<file path="src/rtl/dp_mc_if.sv">
// Instruction handshake, memory-operand port and status outputs of dp_mc.
// The slave modport is the datapath side; master is the decoder/RAM side.
interface dp_mc_if #(
  parameter int WIDTH = 32,
  parameter int NREGS = 8,
  parameter int IMMW  = 21,
  parameter int ADDRW = 10
);
  localparam int RA = $clog2(NREGS);

  logic             in_valid;
  logic             in_ready;
  logic [3:0]       alucode;
  logic [RA-1:0]    op1;
  logic [RA-1:0]    op2_reg;
  logic [IMMW-1:0]  imm;
  logic             imm_sel;
  logic             src1_mem;
  logic             src2_mem;
  logic             reg_we;
  logic             wb_sel;
  logic [2:0]       pc_ctrl;
  logic [RA-1:0]    br_reg;
  logic [ADDRW-1:0] mem_addr;
  logic             mem_rd;
  logic [WIDTH-1:0] mem_rdata;
  logic             mem_rvalid;
  logic [WIDTH-1:0] pc;
  logic [WIDTH-1:0] result;
  logic             done;
  logic             div0;

  modport slave (
    input  in_valid, alucode, op1, op2_reg, imm, imm_sel, src1_mem, src2_mem,
           reg_we, wb_sel, pc_ctrl, br_reg, mem_rdata, mem_rvalid,
    output in_ready, mem_addr, mem_rd, pc, result, done, div0
  );

  modport master (
    output in_valid, alucode, op1, op2_reg, imm, imm_sel, src1_mem, src2_mem,
           reg_we, wb_sel, pc_ctrl, br_reg, mem_rdata, mem_rvalid,
    input  in_ready, mem_addr, mem_rd, pc, result, done, div0
  );
endinterface

</file>
<file path="src/rtl/dp_mc.sv">
// Multi-cycle datapath: register file, ALU, restoring divider, branch/PC unit
// and a variable-latency memory-operand port, one instruction in flight.
module dp_mc #(
  parameter int WIDTH = 32,
  parameter int NREGS = 8,
  parameter int IMMW  = 21,
  parameter int ADDRW = 10
) (
  input  logic   clock,
  input  logic   reset_n,
  dp_mc_if.slave bus
);
  localparam int RA = $clog2(NREGS);
  localparam int SH = $clog2(WIDTH);
  localparam logic [SH-1:0]    CNT_ONE  = {{(SH-1){1'b0}}, 1'b1};
  localparam logic [SH-1:0]    CNT_LAST = {SH{1'b1}};
  localparam logic [WIDTH-1:0] PC_ONE   = {{(WIDTH-1){1'b0}}, 1'b1};
  localparam logic [WIDTH-1:0] ZERO     = {WIDTH{1'b0}};
  localparam logic [WIDTH-1:0] ONES     = {WIDTH{1'b1}};

  typedef enum logic [2:0] {IDLE, RD1, RD2, EXEC, WB} state_t;

  function automatic logic [WIDTH-1:0] sext(input logic [IMMW-1:0] v);
    return {{(WIDTH-IMMW){v[IMMW-1]}}, v};
  endfunction

  state_t           state_r;
  logic [WIDTH-1:0] regs_r [NREGS];
  logic [3:0]       alucode_r;
  logic [RA-1:0]    op1_r, op2_r, br_reg_r;
  logic [IMMW-1:0]  imm_r;
  logic             imm_sel_r, src1_mem_r, src2_mem_r, reg_we_r, wb_sel_r;
  logic [2:0]       pc_ctrl_r;
  logic [WIDTH-1:0] mem1_r, num1_r, num2_r, quo_r, rem_r;
  logic [SH-1:0]    cnt_r;
  logic [WIDTH-1:0] pc_r, result_r;
  logic             done_r, div0_r, in_ready_r, mem_rd_r;
  logic [ADDRW-1:0] mem_addr_r;

  logic [RA-1:0]    f_op1_s, f_op2_s;
  logic [IMMW-1:0]  f_imm_s;
  logic             f_imm_sel_s, f_src1_s, f_src2_s;
  logic [WIDTH-1:0] n1_s, n2_s, alu_s, quo_nx_s, rem_nx_s;
  logic [WIDTH:0]   shifted_s, diff_s;
  logic             taken_s, div_op_s;

  assign bus.in_ready = in_ready_r;
  assign bus.mem_addr = mem_addr_r;
  assign bus.mem_rd   = mem_rd_r;
  assign bus.pc       = pc_r;
  assign bus.result   = result_r;
  assign bus.done     = done_r;
  assign bus.div0     = div0_r;

  // Operand selection; in IDLE the fields come straight from the decoder.
  always_comb begin
    if (state_r == IDLE) begin
      f_op1_s     = bus.op1;
      f_op2_s     = bus.op2_reg;
      f_imm_s     = bus.imm;
      f_imm_sel_s = bus.imm_sel;
      f_src1_s    = bus.src1_mem;
      f_src2_s    = bus.src2_mem;
    end else begin
      f_op1_s     = op1_r;
      f_op2_s     = op2_r;
      f_imm_s     = imm_r;
      f_imm_sel_s = imm_sel_r;
      f_src1_s    = src1_mem_r;
      f_src2_s    = src2_mem_r;
    end
    if (f_src1_s) begin
      if (state_r == RD1) n1_s = bus.mem_rdata;
      else                n1_s = mem1_r;
    end else begin
      n1_s = regs_r[f_op1_s];
    end
    // Entering EXEC with a memory num2 only happens from RD2, on the rvalid edge.
    if (f_imm_sel_s)   n2_s = sext(f_imm_s);
    else if (f_src2_s) n2_s = bus.mem_rdata;
    else               n2_s = regs_r[f_op2_s];
  end

  // Single-cycle ALU; ops 4/5 here only cover the divide-by-zero outcome.
  always_comb begin
    alu_s = ONES;
    case (alucode_r)
      4'd0:    alu_s = num1_r;
      4'd1:    alu_s = num1_r + num2_r;
      4'd2:    alu_s = num1_r - num2_r;
      4'd3:    alu_s = num1_r * num2_r;
      4'd4:    alu_s = ONES;
      4'd5:    alu_s = num1_r;
      4'd6:    alu_s = num1_r | num2_r;
      4'd7:    alu_s = num1_r & num2_r;
      4'd8:    alu_s = num1_r ^ num2_r;
      4'd9:    alu_s = ~num1_r;
      4'd10:   alu_s = num1_r >> 1'b1;
      4'd11:   alu_s = num1_r << 1'b1;
      4'd12:   alu_s = $unsigned($signed(num1_r) >>> num2_r[SH-1:0]);
      4'd13:   alu_s = num1_r << num2_r[SH-1:0];
      4'd14:   alu_s = {{(WIDTH-1){1'b0}}, ($signed(num1_r) < $signed(num2_r))};
      default: alu_s = ONES;
    endcase
  end

  // One restoring-division step; bit WIDTH of diff is set when the trial subtract underflows.
  always_comb begin
    div_op_s  = (alucode_r == 4'd4) || (alucode_r == 4'd5);
    shifted_s = {rem_r, quo_r[WIDTH-1]};
    diff_s    = shifted_s - {1'b0, num2_r};
    if (!diff_s[WIDTH]) begin
      rem_nx_s = diff_s[WIDTH-1:0];
      quo_nx_s = {quo_r[WIDTH-2:0], 1'b1};
    end else begin
      rem_nx_s = shifted_s[WIDTH-1:0];
      quo_nx_s = {quo_r[WIDTH-2:0], 1'b0};
    end
  end

  // Branch condition, unsigned compare of the two operands.
  always_comb begin
    taken_s = 1'b0;
    case (pc_ctrl_r)
      3'd0:    taken_s = 1'b0;
      3'd1:    taken_s = (num1_r == num2_r);
      3'd2:    taken_s = (num1_r <  num2_r);
      3'd3:    taken_s = (num1_r >  num2_r);
      3'd4:    taken_s = (num1_r != num2_r);
      3'd5:    taken_s = (num1_r <= num2_r);
      3'd6:    taken_s = (num1_r >= num2_r);
      3'd7:    taken_s = 1'b1;
      default: taken_s = 1'b0;
    endcase
  end

  // Control FSM together with all architectural state and registered outputs.
  always_ff @(posedge clock or negedge reset_n) begin
    if (!reset_n) begin
      state_r    <= IDLE;
      for (int i = 0; i < NREGS; i++) regs_r[i] <= ZERO;
      alucode_r  <= 4'd0;
      op1_r      <= {RA{1'b0}};
      op2_r      <= {RA{1'b0}};
      br_reg_r   <= {RA{1'b0}};
      imm_r      <= {IMMW{1'b0}};
      imm_sel_r  <= 1'b0;
      src1_mem_r <= 1'b0;
      src2_mem_r <= 1'b0;
      reg_we_r   <= 1'b0;
      wb_sel_r   <= 1'b0;
      pc_ctrl_r  <= 3'd0;
      mem1_r     <= ZERO;
      num1_r     <= ZERO;
      num2_r     <= ZERO;
      quo_r      <= ZERO;
      rem_r      <= ZERO;
      cnt_r      <= {SH{1'b0}};
      pc_r       <= ZERO;
      result_r   <= ZERO;
      done_r     <= 1'b0;
      div0_r     <= 1'b0;
      in_ready_r <= 1'b1;
      mem_rd_r   <= 1'b0;
      mem_addr_r <= {ADDRW{1'b0}};
    end else begin
      // Operands track their sources until EXEC is entered, freezing the values then.
      if (state_r == IDLE || state_r == RD1 || state_r == RD2) begin
        num1_r <= n1_s;
        num2_r <= n2_s;
        quo_r  <= n1_s;
        rem_r  <= ZERO;
        cnt_r  <= {SH{1'b0}};
      end
      case (state_r)
        IDLE: begin
          if (bus.in_valid) begin
            alucode_r  <= bus.alucode;
            op1_r      <= bus.op1;
            op2_r      <= bus.op2_reg;
            br_reg_r   <= bus.br_reg;
            imm_r      <= bus.imm;
            imm_sel_r  <= bus.imm_sel;
            src1_mem_r <= bus.src1_mem;
            src2_mem_r <= bus.src2_mem;
            reg_we_r   <= bus.reg_we;
            wb_sel_r   <= bus.wb_sel;
            pc_ctrl_r  <= bus.pc_ctrl;
            in_ready_r <= 1'b0;
            if (bus.src1_mem) begin
              state_r    <= RD1;
              mem_rd_r   <= 1'b1;
              mem_addr_r <= regs_r[bus.op1][ADDRW-1:0];
            end else if (bus.src2_mem && !bus.imm_sel) begin
              state_r    <= RD2;
              mem_rd_r   <= 1'b1;
              mem_addr_r <= regs_r[bus.op2_reg][ADDRW-1:0];
            end else begin
              state_r <= EXEC;
            end
          end else begin
            state_r <= IDLE;
          end
        end
        RD1: begin
          if (bus.mem_rvalid) begin
            mem1_r <= bus.mem_rdata;
            if (src2_mem_r && !imm_sel_r) begin
              state_r    <= RD2;
              mem_addr_r <= regs_r[op2_r][ADDRW-1:0];
            end else begin
              state_r  <= EXEC;
              mem_rd_r <= 1'b0;
            end
          end else begin
            state_r <= RD1;
          end
        end
        RD2: begin
          if (bus.mem_rvalid) begin
            state_r  <= EXEC;
            mem_rd_r <= 1'b0;
          end else begin
            state_r <= RD2;
          end
        end
        EXEC: begin
          if (div_op_s && (num2_r != ZERO)) begin
            quo_r <= quo_nx_s;
            rem_r <= rem_nx_s;
            cnt_r <= cnt_r + CNT_ONE;
            if (cnt_r == CNT_LAST) begin
              result_r <= (alucode_r == 4'd4) ? quo_nx_s : rem_nx_s;
              done_r   <= 1'b1;
              state_r  <= WB;
            end else begin
              state_r <= EXEC;
            end
          end else begin
            result_r <= alu_s;
            div0_r   <= div_op_s;
            done_r   <= 1'b1;
            state_r  <= WB;
          end
        end
        WB: begin
          done_r     <= 1'b0;
          div0_r     <= 1'b0;
          in_ready_r <= 1'b1;
          state_r    <= IDLE;
          if (reg_we_r) regs_r[op1_r] <= wb_sel_r ? num2_r : result_r;
          // Offset is read before the write-back lands, so br_reg == op1 sees the old value.
          pc_r <= pc_r + (taken_s ? regs_r[br_reg_r] : PC_ONE);
        end
        default: begin
          state_r    <= IDLE;
          done_r     <= 1'b0;
          div0_r     <= 1'b0;
          mem_rd_r   <= 1'b0;
          in_ready_r <= 1'b1;
        end
      endcase
    end
  end
endmodule
</file>
<file path="src/flat_wrapper.sv">
// flat-port wrapper written by rule: the top's interface ports become plain ports
module dp_mc_flat 
#(
  parameter int WIDTH = 32,
  parameter int NREGS = 8,
  parameter int IMMW  = 21,
  parameter int ADDRW = 10
)
  (clock, reset_n, bus_in_valid, bus_alucode, bus_op1, bus_op2_reg, bus_imm, bus_imm_sel, bus_src1_mem, bus_src2_mem, bus_reg_we, bus_wb_sel, bus_pc_ctrl, bus_br_reg, bus_mem_rdata, bus_mem_rvalid, bus_in_ready, bus_mem_addr, bus_mem_rd, bus_pc, bus_result, bus_done, bus_div0);
  dp_mc_if #(.WIDTH(WIDTH), .NREGS(NREGS), .IMMW(IMMW), .ADDRW(ADDRW)) bus_i ();
  input  logic clock;
  input  logic reset_n;
  input wire logic [$bits(bus_i.in_valid)-1:0] bus_in_valid;
  input wire logic [$bits(bus_i.alucode)-1:0] bus_alucode;
  input wire logic [$bits(bus_i.op1)-1:0] bus_op1;
  input wire logic [$bits(bus_i.op2_reg)-1:0] bus_op2_reg;
  input wire logic [$bits(bus_i.imm)-1:0] bus_imm;
  input wire logic [$bits(bus_i.imm_sel)-1:0] bus_imm_sel;
  input wire logic [$bits(bus_i.src1_mem)-1:0] bus_src1_mem;
  input wire logic [$bits(bus_i.src2_mem)-1:0] bus_src2_mem;
  input wire logic [$bits(bus_i.reg_we)-1:0] bus_reg_we;
  input wire logic [$bits(bus_i.wb_sel)-1:0] bus_wb_sel;
  input wire logic [$bits(bus_i.pc_ctrl)-1:0] bus_pc_ctrl;
  input wire logic [$bits(bus_i.br_reg)-1:0] bus_br_reg;
  input wire logic [$bits(bus_i.mem_rdata)-1:0] bus_mem_rdata;
  input wire logic [$bits(bus_i.mem_rvalid)-1:0] bus_mem_rvalid;
  output wire logic [$bits(bus_i.in_ready)-1:0] bus_in_ready;
  output wire logic [$bits(bus_i.mem_addr)-1:0] bus_mem_addr;
  output wire logic [$bits(bus_i.mem_rd)-1:0] bus_mem_rd;
  output wire logic [$bits(bus_i.pc)-1:0] bus_pc;
  output wire logic [$bits(bus_i.result)-1:0] bus_result;
  output wire logic [$bits(bus_i.done)-1:0] bus_done;
  output wire logic [$bits(bus_i.div0)-1:0] bus_div0;
  assign bus_i.in_valid = bus_in_valid;
  assign bus_i.alucode = bus_alucode;
  assign bus_i.op1 = bus_op1;
  assign bus_i.op2_reg = bus_op2_reg;
  assign bus_i.imm = bus_imm;
  assign bus_i.imm_sel = bus_imm_sel;
  assign bus_i.src1_mem = bus_src1_mem;
  assign bus_i.src2_mem = bus_src2_mem;
  assign bus_i.reg_we = bus_reg_we;
  assign bus_i.wb_sel = bus_wb_sel;
  assign bus_i.pc_ctrl = bus_pc_ctrl;
  assign bus_i.br_reg = bus_br_reg;
  assign bus_i.mem_rdata = bus_mem_rdata;
  assign bus_i.mem_rvalid = bus_mem_rvalid;
  assign bus_in_ready = bus_i.in_ready;
  assign bus_mem_addr = bus_i.mem_addr;
  assign bus_mem_rd = bus_i.mem_rd;
  assign bus_pc = bus_i.pc;
  assign bus_result = bus_i.result;
  assign bus_done = bus_i.done;
  assign bus_div0 = bus_i.div0;
  dp_mc #(.WIDTH(WIDTH), .NREGS(NREGS), .IMMW(IMMW), .ADDRW(ADDRW)) u_core (.clock(clock), .reset_n(reset_n), .bus(bus_i));
endmodule
</file>
<file path="config.mk">
export PLATFORM = sky130hd
export DESIGN_NAME = dp_mc_flat
export DESIGN_NICKNAME = d
export VERILOG_FILES = /design/src/rtl/dp_mc_if.sv /design/src/rtl/dp_mc.sv /design/src/flat_wrapper.sv
export SDC_FILE = /design/constraint.sdc
export NUM_CORES = 2
export LEC_CHECK = 0
export BUFFER_PORTS_ARGS = -buffer_cell sky130_fd_sc_hd__buf_2
export CORE_MARGIN = 3
export CORE_UTILIZATION = 45
export CTS_BUF_LIST = sky130_fd_sc_hd__clkbuf_8 sky130_fd_sc_hd__clkbuf_16
export DETAILED_ROUTE_END_ITERATION = 8
export PLACE_DENSITY_LB_ADDON = 0.25
export SLEW_MARGIN = 30
export SYNTH_ARGS = -nofsm -noshare
export SYNTH_HDL_FRONTEND = slang
export SYNTH_SLANG_ARGS = --single-unit
</file>
<file path="constraint.sdc">
create_clock -name clock -period 20.1 [get_ports clock]
set_clock_uncertainty 0.05 [all_clocks]
set_input_delay 3.015 -clock clock [delete_from_list [all_inputs] [get_ports clock]]
set_output_delay 3.015 -clock clock [all_outputs]
set_load 0.02 [all_outputs]
</file>
==> flow_metrics.env <==
export IMPL_syn_inst=6326
export IMPL_layout_common_cells="nor2_1 (817), nand2_1 (624), dfrtp_1 (533), inv_1 (499), a21oi_1 (466)"
export IMPL_die_w_microns=364
export IMPL_critPathMaxFanout=21
export IMPL_grt_max_degree=114
export IMPL_die_area_sq_mm=0.132
export IMPL_start_util_pct=45.6
export IMPL_dr_pass1_iters=6
export IMPL_hp_class="reg -> reg"
export IMPL_drc_errors=0
export IMPL_cts_sink_count=544
export IMPL_drtIter0Drc=7179
export IMPL_synth_top_area_share_pct=23.6
export IMPL_syn_area_sq_mm=0.0576
export IMPL_viasPerCell=6.66
export IMPL_avgRoutedWirePerCell_microns=31.8
export IMPL_core_area_sq_mm=0.126
export IMPL_cts_buffers=68
export IMPL_clock_tree_buffer_depth=3
export IMPL_num_nets_final=7019
export IMPL_synthFlopType="dfrtp_1"
export IMPL_dpl_hpwl_microns=182000
export IMPL_clock_latency_ns=0.70
export IMPL_post_synth_top_area_cell="dfrtp_1"
export IMPL_cts_setup_buffers=0
export IMPL_synth_seq_cells=544
export IMPL_crit_top_cell="fa_1"
export IMPL_setup_viol=0
export IMPL_max_freq_mhz=113
export IMPL_fp_dieH_microns=364
export IMPL_port_buffers=155
export IMPL_antenna_found_initial=24
export IMPL_cp_start_kind="register"
export IMPL_cts_root_buf="clkbuf_16"
export IMPL_slowest_delay_ns=0.78
export IMPL_hold_viol_final=0
export IMPL_tns_ns=0
export IMPL_path_delay_family="adder cells"
export IMPL_post_cts_resized=0
export IMPL_tightest_slew_ns=1.14
export IMPL_final_common_cell="nor2_1"
export IMPL_grt_usage_pct=37.8
export IMPL_crit_slowest_cell="o211ai_1"
export IMPL_synth_area_per_cell_sq_um=9.11
export IMPL_worstSetupPathType="reg -> reg"
export IMPL_gr_total_overflow=0
export IMPL_synth_area_leaders="dfrtp_1 (24%), fa_1 (14%), mux4_2 (12%)"
export IMPL_cts_tree="done"
export IMPL_drtAntennaViolNets=0
export IMPL_timing_final_crit_share_pct=43.9
export IMPL_synth_fp_nets=7101
export IMPL_area_growth_pct=9.06
export IMPL_cp_end_kind="register"
export IMPL_stdcell_area_sq_mm=0.0628
export IMPL_drv_slew=0
export IMPL_cp_data_required_time_ns=20.59
export IMPL_ys_types=91
export IMPL_gp_congestion=1.07
export IMPL_dpl_instance_area_sq_mm=0.0602
export IMPL_grt_pass1_vias=51200
export IMPL_max_cap_viol_count=0
export IMPL_crit_buf_inv=4
export IMPL_drt_wl_total_microns=253000
export IMPL_slew_headroom_pct=23.4
export IMPL_fin_util_pct=49.7
export IMPL_async_flop_share_pct=100
export IMPL_h_tree_depth=3
export IMPL_period_needed_ns=8.82
export IMPL_grt_pass1_wl_microns=366000
export IMPL_timing_rr_start="u_core.num2_r[6]$_DFFE_PN0P_"
export IMPL_num_io_pins=156
export IMPL_cp_arrival_ns=9.32
export IMPL_drive_above_1_share_pct=14.5
export IMPL_startpoint="u_core.num2_r[6]$_DFFE_PN0P_"
export IMPL_fillers=11900
export IMPL_status="completed"
export IMPL_yosys_warnings=0
export IMPL_synth_edf_count=0
export IMPL_ys_seq_area_share_pct=23.6
export IMPL_fp_row_count=130
export IMPL_fin_ws_ns=11.28
export IMPL_rsz0062_at_grt="false"
export IMPL_holdBufCountCts=0
export IMPL_routed_via_count=53100
export IMPL_hold_start="u_core.rem_r[31]$_DFF_PN0_"
export IMPL_clk_pin_slew_worst_paths_ns=0.06
export IMPL_path_cells="inv_1 -> buf_4 -> nor2_1 -> fa_1 -> fa_1 -> fa_1 -> inv_1 -> fa_1 -> inv_1 -> fa_1 -> fa_1 -> fa_1 -> fa_1 -> ha_1 -> a21o_1 -> a21oi_1 -> nor2b_1 -> or4_1 -> o211ai_1 -> a21oi_1 -> a41o_1 -> a211oi_1 -> o221ai_1"
export IMPL_pre_cts_slack_ns=11.38
==> metal layers <==
metal  part of all wire [%]  vias up  wire length [microns]  global-route usage [%]
li1                       -    22100                      -                       -
met4                    7.3       10                  18600                    22.2
met5                  0.025        -                     63                       0
met2                     43     3579                 108000                    55.8
met1                     38    26600                  95500                    49.8
met3                     12      778                  30800                    10.6
==> cells by family (layout without fill, tap and decap cells) <==
family                   count (synthesis)  in the layout  share of synthesized area (%)
AO/OA/AOI/OAI                         1486           1486                           16.4
AND/OR/NAND/NOR                       1864           1864                           13.8
other                                    0             14                              0
XOR/XNOR                               151            151                           2.30
flip-flops                             544            544                           23.6
multiplexers                           584            584                           16.7
buffers and inverters                  996            968                           6.58
adder cells (fa/ha/maj)                701            701                           20.6
==> synthesized netlist by cell type, types with 73 or more instances <==
| master | number |
|---|---|
| a211oi_1 | 108 |
| a21o_1 | 78 |
| a21oi_1 | 467 |
| buf_1 | 73 |
| clkbuf_1 | 375 |
| dfrtp_1 | 543 |
| fa_1 | 412 |
| ha_1 | 285 |
| inv_1 | 496 |
| mux2_2 | 77 |
| mux2i_1 | 212 |
| mux4_2 | 295 |
| nand2_1 | 627 |
| nand3_1 | 85 |
| nor2_1 | 821 |
| o21ai_0 | 359 |
| xnor2_1 | 98 |
==> final timing paths <==
check	to	slack [ns]	cells after the start
setup / recovery	u_core.bus.result[30]$_DFFE_PN0P_	11.28	23
min in group asynchronous	u_core.regs_r[166]$_DFFE_PN0P_	2.18	1
max in group asynchronous	u_core.mem1_r[31]$_DFFE_PN0P_	15.01	5
setup reg to reg	u_core.bus.result[30]$_DFFE_PN0P_	11.28	23
hold reg to reg	u_core.rem_r[31]$_DFF_PN0_	0.43	1
hold / removal	u_core.rem_r[31]$_DFF_PN0_	0.43	1
==> final cells by class <==
cell class / count / area [sq um] / area share [%]
inverter: 516 / 1940 / 3.08
antenna: 14 / 35.0 / 0.0558
timing repair buffer: 328 / 2160 / 3.44
sequential: 544 / 13600 / 21.7
clock inverter: 46 / 634 / 1.01
clock buffer: 78 / 1840 / 2.93
tap: 1650 / 2060 / 3.29
multi-input combinational: 4786 / 40500 / 64.5
==> state kept, by name (all words and copies together) (netlist names), 3 cells and up <==
register and cells:
u_core.alucode_r 4, u_core.br_reg_r 3, u_core.bus.mem_addr 10, u_core.bus.pc 32
u_core.bus.result 32, u_core.cnt_r 5, u_core.imm_r 21, u_core.mem1_r 32
u_core.num1_r 32, u_core.num2_r 32, u_core.op1_r 3, u_core.op2_r 3
u_core.pc_ctrl_r 3, u_core.quo_r 32, u_core.regs_r 256, u_core.rem_r 32
u_core.state_r 3
==> stage by stage <==
step                cells  hold WS, ns
floorplan            6326        0.399
global placement     7821        0.413
detailed placement   7821        0.423
CTS                  7945        0.440
global route         7949        0.453
finish               7962        0.435
Power is left out: the tool's default activity adds up to more than one toggle a clock period on the data nets, which glitch-free logic cannot reach.
